File: src/rtl/packet_header_inserter_if.sv
// packet_header_inserter_if: size, body and output AXI-Stream bundles for the header inserter
//   master: the environment side (drives the size/body streams, consumes axis_out)
//   slave : the inserter side (consumes the size/body streams, drives axis_out)
interface packet_header_inserter_if #(
  parameter int DW = 512
);
  logic [15:0]     axis_size_tdata;
  logic            axis_size_tvalid;
  logic            axis_size_tready;
  logic [DW-1:0]   axis_body_tdata;
  logic [DW/8-1:0] axis_body_tkeep;
  logic            axis_body_tlast;
  logic            axis_body_tvalid;
  logic            axis_body_tready;
  logic [DW-1:0]   axis_out_tdata;
  logic [DW/8-1:0] axis_out_tkeep;
  logic            axis_out_tlast;
  logic            axis_out_tvalid;
  logic            axis_out_tready;
  modport master (
    output axis_size_tdata, axis_size_tvalid, input axis_size_tready,
    output axis_body_tdata, axis_body_tkeep, axis_body_tlast, axis_body_tvalid, input axis_body_tready,
    input axis_out_tdata, axis_out_tkeep, axis_out_tlast, axis_out_tvalid, output axis_out_tready
  );
  modport slave (
    input axis_size_tdata, axis_size_tvalid, output axis_size_tready,
    input axis_body_tdata, axis_body_tkeep, axis_body_tlast, axis_body_tvalid, output axis_body_tready,
    output axis_out_tdata, axis_out_tkeep, axis_out_tlast, axis_out_tvalid, input axis_out_tready
  );
endinterface

File: src/rtl/packet_header_inserter.sv
// packet_header_inserter: prepends a {HDR_MAGIC, size} header beat to each body packet and checks the size
//   clk, resetn  : clock, asynchronous active-low reset
//   bus          : size stream in, body stream in, axis_out stream out (single output register stage)
//   length_error : one-cycle pulse after a tlast whose byte total differs from the announced size
//   error_count  : saturating mismatch count
//   packet_count : wrapping count of completed packets
module packet_header_inserter #(
  parameter int          DW        = 512,
  parameter logic [15:0] HDR_MAGIC = 16'hA55A
) (
  input  logic                   clk,
  input  logic                   resetn,
  packet_header_inserter_if.slave bus,
  output logic                   length_error,
  output logic [15:0]            error_count,
  output logic [31:0]            packet_count
);
  localparam int KW = DW / 8;
  typedef enum logic {IDLE, BODY} state_t;
  state_t        state_q, state_d;
  logic [DW-1:0] tdata_q, tdata_d;
  logic [KW-1:0] tkeep_q, tkeep_d;
  logic          tlast_q, tlast_d, tvalid_q, tvalid_d;
  logic [15:0]   hdr_size_q, hdr_size_d, byte_acc_q, byte_acc_d, err_cnt_q, err_cnt_d;
  logic          len_err_q, len_err_d;
  logic [31:0]   pkt_cnt_q, pkt_cnt_d;
  logic          ld, size_hs, body_hs;
  logic [15:0]   total;
  // The output register may load whenever it is empty or being drained this cycle.
  assign ld = !tvalid_q | bus.axis_out_tready;
  assign bus.axis_size_tready = (state_q == IDLE) & ld;
  assign bus.axis_body_tready = (state_q == BODY) & ld;
  assign size_hs = bus.axis_size_tready & bus.axis_size_tvalid;
  assign body_hs = bus.axis_body_tready & bus.axis_body_tvalid;
  assign total = byte_acc_q + 16'($countones(bus.axis_body_tkeep));
  always_comb begin
    state_d    = state_q;
    tdata_d    = tdata_q;
    tkeep_d    = tkeep_q;
    tlast_d    = tlast_q;
    tvalid_d   = ld ? 1'b0 : tvalid_q;
    hdr_size_d = hdr_size_q;
    byte_acc_d = byte_acc_q;
    err_cnt_d  = err_cnt_q;
    pkt_cnt_d  = pkt_cnt_q;
    len_err_d  = 1'b0;
    if (size_hs) begin
      tdata_d         = '0;
      tdata_d[31:0]   = {HDR_MAGIC, bus.axis_size_tdata};
      tkeep_d         = '0;
      tkeep_d[3:0]    = 4'hF;
      tlast_d         = 1'b0;
      tvalid_d        = 1'b1;
      hdr_size_d      = bus.axis_size_tdata;
      byte_acc_d      = '0;
      state_d         = BODY;
    end
    if (body_hs) begin
      tdata_d    = bus.axis_body_tdata;
      tkeep_d    = bus.axis_body_tkeep;
      tlast_d    = bus.axis_body_tlast;
      tvalid_d   = 1'b1;
      byte_acc_d = total;
      if (bus.axis_body_tlast) begin
        len_err_d = total != hdr_size_q;
        err_cnt_d = (len_err_d && err_cnt_q != 16'hFFFF) ? err_cnt_q + 16'd1 : err_cnt_q;
        pkt_cnt_d = pkt_cnt_q + 32'd1;
        state_d   = IDLE;
      end
    end
  end
  always_ff @(posedge clk or negedge resetn) begin
    if (!resetn) begin
      state_q    <= IDLE;
      tdata_q    <= '0;
      tkeep_q    <= '0;
      tlast_q    <= 1'b0;
      tvalid_q   <= 1'b0;
      hdr_size_q <= '0;
      byte_acc_q <= '0;
      err_cnt_q  <= '0;
      pkt_cnt_q  <= '0;
      len_err_q  <= 1'b0;
    end else begin
      state_q    <= state_d;
      tdata_q    <= tdata_d;
      tkeep_q    <= tkeep_d;
      tlast_q    <= tlast_d;
      tvalid_q   <= tvalid_d;
      hdr_size_q <= hdr_size_d;
      byte_acc_q <= byte_acc_d;
      err_cnt_q  <= err_cnt_d;
      pkt_cnt_q  <= pkt_cnt_d;
      len_err_q  <= len_err_d;
    end
  end
  assign bus.axis_out_tdata  = tdata_q;
  assign bus.axis_out_tkeep  = tkeep_q;
  assign bus.axis_out_tlast  = tlast_q;
  assign bus.axis_out_tvalid = tvalid_q;
  assign length_error        = len_err_q;
  assign error_count         = err_cnt_q;
  assign packet_count        = pkt_cnt_q;
endmodule
File: src/flat_wrapper.sv
// flat-port wrapper written by rule: the top's interface ports become plain ports
module packet_header_inserter_flat 
#(
  parameter int          DW        = 512,
  parameter logic [15:0] HDR_MAGIC = 16'hA55A
)
  (clk, resetn, length_error, error_count, packet_count, bus_axis_size_tdata, bus_axis_size_tvalid, bus_axis_size_tready, bus_axis_body_tdata, bus_axis_body_tkeep, bus_axis_body_tlast, bus_axis_body_tvalid, bus_axis_body_tready, bus_axis_out_tdata, bus_axis_out_tkeep, bus_axis_out_tlast, bus_axis_out_tvalid, bus_axis_out_tready);
  packet_header_inserter_if #(.DW(DW)) bus_i ();
  input  logic clk;
  input  logic resetn;
  output logic length_error;
  output logic [15:0] error_count;
  output logic [31:0] packet_count;
  input wire logic [$bits(bus_i.axis_size_tdata)-1:0] bus_axis_size_tdata;
  input wire logic [$bits(bus_i.axis_size_tvalid)-1:0] bus_axis_size_tvalid;
  output wire logic [$bits(bus_i.axis_size_tready)-1:0] bus_axis_size_tready;
  input wire logic [$bits(bus_i.axis_body_tdata)-1:0] bus_axis_body_tdata;
  input wire logic [$bits(bus_i.axis_body_tkeep)-1:0] bus_axis_body_tkeep;
  input wire logic [$bits(bus_i.axis_body_tlast)-1:0] bus_axis_body_tlast;
  input wire logic [$bits(bus_i.axis_body_tvalid)-1:0] bus_axis_body_tvalid;
  output wire logic [$bits(bus_i.axis_body_tready)-1:0] bus_axis_body_tready;
  output wire logic [$bits(bus_i.axis_out_tdata)-1:0] bus_axis_out_tdata;
  output wire logic [$bits(bus_i.axis_out_tkeep)-1:0] bus_axis_out_tkeep;
  output wire logic [$bits(bus_i.axis_out_tlast)-1:0] bus_axis_out_tlast;
  output wire logic [$bits(bus_i.axis_out_tvalid)-1:0] bus_axis_out_tvalid;
  input wire logic [$bits(bus_i.axis_out_tready)-1:0] bus_axis_out_tready;
  assign bus_i.axis_size_tdata = bus_axis_size_tdata;
  assign bus_i.axis_size_tvalid = bus_axis_size_tvalid;
  assign bus_axis_size_tready = bus_i.axis_size_tready;
  assign bus_i.axis_body_tdata = bus_axis_body_tdata;
  assign bus_i.axis_body_tkeep = bus_axis_body_tkeep;
  assign bus_i.axis_body_tlast = bus_axis_body_tlast;
  assign bus_i.axis_body_tvalid = bus_axis_body_tvalid;
  assign bus_axis_body_tready = bus_i.axis_body_tready;
  assign bus_axis_out_tdata = bus_i.axis_out_tdata;
  assign bus_axis_out_tkeep = bus_i.axis_out_tkeep;
  assign bus_axis_out_tlast = bus_i.axis_out_tlast;
  assign bus_axis_out_tvalid = bus_i.axis_out_tvalid;
  assign bus_i.axis_out_tready = bus_axis_out_tready;
  packet_header_inserter #(.DW(DW), .HDR_MAGIC(HDR_MAGIC)) u_core (.clk(clk), .resetn(resetn), .bus(bus_i), .length_error(length_error), .error_count(error_count), .packet_count(packet_count));
endmodule
File: config.mk
export PLATFORM = sky130hd
export DESIGN_NAME = packet_header_inserter_flat
export DESIGN_NICKNAME = d
export VERILOG_FILES = /design/src/rtl/packet_header_inserter_if.sv /design/src/rtl/packet_header_inserter.sv /design/src/flat_wrapper.sv
export SDC_FILE = /design/constraint.sdc
export NUM_CORES = 1
export LEC_CHECK = 0
export ABC_AREA = 1
export CAP_MARGIN = 15
export CORE_AREA = 2 2 480 482
export CTS_BUF_LIST = sky130_fd_sc_hd__clkbuf_8
export CTS_CLUSTER_SIZE = 8
export DETAILED_ROUTE_END_ITERATION = 10
export DIE_AREA = 0 0 482 484
export GPL_TIMING_DRIVEN = 0
export RECOVER_POWER = 25
export SYNTH_ARGS = -nofsm -noshare
export SYNTH_HDL_FRONTEND = slang
export SYNTH_SLANG_ARGS = --single-unit
File: constraint.sdc
create_clock -name clk -period 5.42 [get_ports clk]
set_input_delay 1.084 -clock clk [delete_from_list [all_inputs] [get_ports clk]]
set_output_delay 1.084 -clock clk [all_outputs]
set_load 0.02 [all_outputs]
==> impl_metrics.tcl <==
set metrics [dict create \
    status "finished with violations" \
    violations "max-capacitance violations, max-slew violations, negative setup slack" \
    hold_buffers 0 \
    finalSetupViolations 32 \
    vias 25300 \
    yosysWarnings 0 \
    min_from "bus_axis_body_tkeep[10]" \
    path_max_fanout 6 \
    vdd_drop_max_mv 2.40 \
    grt_pass1_vias 25900 \
    syn_inst 2160 \
    hold_viol 0 \
    arrival_ns 7.79 \
    grt-ovfl-total 0 \
    clk_pin_slew_worst_paths_ns 0.06 \
    use_met3_pct 11.5 \
    fin_ws_ns -1.56 \
    start_util_pct 11.9 \
    seqCellArea_sq_mm 0.0165 \
    drtIter0Drc 1540 \
    wl_per_cell_um 34.8 \
    layout-drive-gt1-share_pct 11.1 \
    yosysUniqueCellTypes 36 \
    fin_crit_ns 6.98 \
    finalSetupTns_ns -33.83 \
    numCtsBuffers 136 \
    final_nets 4269 \
    fin_crit_sh_pct 129 \
    holdPathStages 2 \
    p_int_mw 20.7 \
    drv_cap 1 \
    ant_nets 0 \
    finClkSkew_ns 0.0315 \
    rr_worst_depth 27 \
    timing.fmax_mhz 143 \
    layout_commonest_cell "clkdlybuf4s50_1" \
    finalInstanceArea_sq_mm 0.0469 \
    chipHeight_um 484 \
    drc_errors 0 \
    via_per_inst 3.77 \
    grt_usage_pct 19.4 \
    leakage_nw 20.2 \
    r2r-end "u_core.error_count[2]$_DFFE_PN0P_" \
    synth_edf_count 0 \
    gp_congestion 0.957 \
    final_cell_mix "1174 x clkdlybuf4s50_1, 660 x dfrtp_1, 549 x a22o_1" \
    multiInputGateArea_sq_mm 0.00996 \
    hold-path-endpoint "u_core.bus.axis_out_tkeep[10]$_DFFE_PN0P_" \
    total_power_mw 41.3 \
    critPathTopFamily "adder cells" \
    synthFlopType "dfrtp_1" \
    dp_worst_setup_slack_ns -3.51 \
    cts_root_buf "clkbuf_8" \
    p_sw_mw 20.6 \
    synth_largest_area_cell "dfrtp_1" \
    grt.met1_usage_pct 19.8 \
    cts.htree.levels 4 \
    pwr-share-clk_pct 13.7 \
    grt_pass1_wl_um 289000 \
    timing.rr.start "u_core.byte_acc_q[1]$_DFFE_PN0P_" \
    switching_share_pct 49.8 \
    maxSlewHeadroom_pct -111 \
    fp.dieW_um 482 \
    power_frac_comb_pct 66.5 \
    grt_antenna_before_repair 182 \
    grt_util_met2_pct 32.9 \
    crit_top_cell "fa_1" \
    worst_slew_pin_slew_ns 3.16 \
    clockBufferDepth 3 \
    portBuffers 1226 \
    syn2layout_area_growth_pct 73.1 \
    dieArea_sq_mm 0.233 \
    rsz0062_at_grt "true" \
    rows 176 \
    yosysSeqAreaShare_pct 60.9 \
    cts_tree "yes" \
    syn_area_per_cell_sq_um 12.5 \
    gr-max-usage-layer "met2" \
    finalMaxSlewViolations 89 \
    syn_nets 2877 \
    post-route-util_pct 20.5 \
    syn_area_sq_mm 0.0271 \
    cellPowerDensity_mw_per_mm2 881 \
    crit_start "bus_axis_body_tkeep[5]" \
    rrSetupSlack_ns -0.80 \
    clk_latency_ns 0.92 \
    num-fill-cells 24800 \
    grt_max_degree 113 \
    end_kind "flip-flop" \
    slowest_stage "fa_1" \
    synth.top_cell.area_share_pct 60.9 \
    dr.pass1.iters 5 \
    crit_required_ns 6.24 \
    critPathKind "in -> reg" \
    clock-sinks 660 \
    ys_async_sr_fraction_pct 100 \
    hpwl_um 203000 \
    p_seq_share_pct 19.8 \
    io_pins 1227 \
    yosys-top-cells-area "dfrtp_1 61%, a22o_1 18%, fa_1 4.7%" \
    synth-seq-cells 660 \
    wirelength_um 233000 \
    hold_class "in -> reg" \
    crit_buf_inv 7 \
    placed_cell_area_sq_mm 0.0435 \
    startpoint_type "input port" \
    core_area_sq_mm 0.229 \
    max_stage_delay_ns 0.57 \
]
cell families (layout without fill, tap and decap cells):
kind of cell,Yosys count,count (layout),synth area share (%)
AO/OA/AOI/OAI,596,596,18.8
XOR/XNOR,48,48,1.60
adder cells (fa/ha/maj),119,119,7.24
buffers and inverters,313,1802,4.38
flip-flops,660,660,60.9
other,0,29,0
AND/OR/NAND/NOR,424,424,7.01
power by group through the flow:
stage               registers (mW)  logic, mW  clock network, mW
global placement              8.24       22.1                  0
detailed placement            8.22       22.2                  0
CTS                           8.20       26.4               5.85
finish                        8.20       27.5               5.65
floorplan                     10.0       9.76                  0
global route                  8.40       29.5               6.05
metal layers:
layer,share of wire (%),vias up
li1,-,10600
met1,34,12600
met2,48,1558
met3,14,486
met4,3.7,48
met5,0.13,-
sequential cells by signal (all words and copies together) (netlist names), 16 cells and up:
name                       flops
u_core.error_count            16
u_core.hdr_size_q             16
u_core.bus.axis_out_tkeep     64
u_core.bus.axis_out_tdata    512
u_core.byte_acc_q             16
u_core.packet_count           32
cell type report:
| type | instances | share of cell area, % |
|---|---|---|
| sequential | 660 | 35.2 |
| timing repair buffer | 1255 | 26.8 |
| multi-input combinational | 1187 | 21.2 |
| tap | 3026 | 8.07 |
| clock buffer | 165 | 4.84 |
| inverter | 177 | 1.42 |
| clock inverter | 70 | 1.13 |
| buffer | 135 | 1.10 |
| antenna | 29 | 0.155 |
how the worst max path moves through the flow:
| stage | slack (ns) | cells past startpoint | to |
|---|---|---|---|
| floorplan | -1.60 | 31 | u_core.error_count[14]$_DFFE_PN0P_ |
| global placement | -27.56 | 1 | u_core.bus.axis_out_tdata[204]$_DFFE_PN0P_ |
| detailed placement | -3.51 | 34 | u_core.error_count[14]$_DFFE_PN0P_ |
| CTS | -1.53 | 33 | u_core.error_count[14]$_DFFE_PN0P_ |
| global route | -1.69 | 30 | u_core.error_count[2]$_DFFE_PN0P_ |
| finish | -1.56 | 30 | u_core.error_count[2]$_DFFE_PN0P_ |
synth_stat cells, types with 2 or more instances:
cell type,count
a21oi_1,6
a22o_1,549
buf_1,3
clkbuf_1,131
dfrtp_1,660
fa_1,63
ha_1,56
inv_1,172
inv_2,4
nand2_1,246
nand2_2,4
nand3_1,68
nand3_4,2
nand4_1,31
nor2_1,42
nor2_2,4
nor2_4,4
nor3_1,14
nor3_2,2
nor4_1,2
o21ai_0,23
o22a_1,12
o22ai_1,4
xnor2_1,20
xor2_1,27
stage by stage:
step	hold slack [ns]	cells
floorplan	0.459	2160
global placement	0.467	6412
detailed placement	0.475	6421
CTS	0.00460	6673
global route	0.318	6689
finish	0.433	6704
timing repair:
action / CTS / global route
gates cloned: 1 / 0
setup endpoints to repair: 33 / 32
pin swaps: 50 / 31
resized for setup: 275 / 68
setup buffers: 16 / 5
Note: power is estimated with default switching activity, not from simulation.
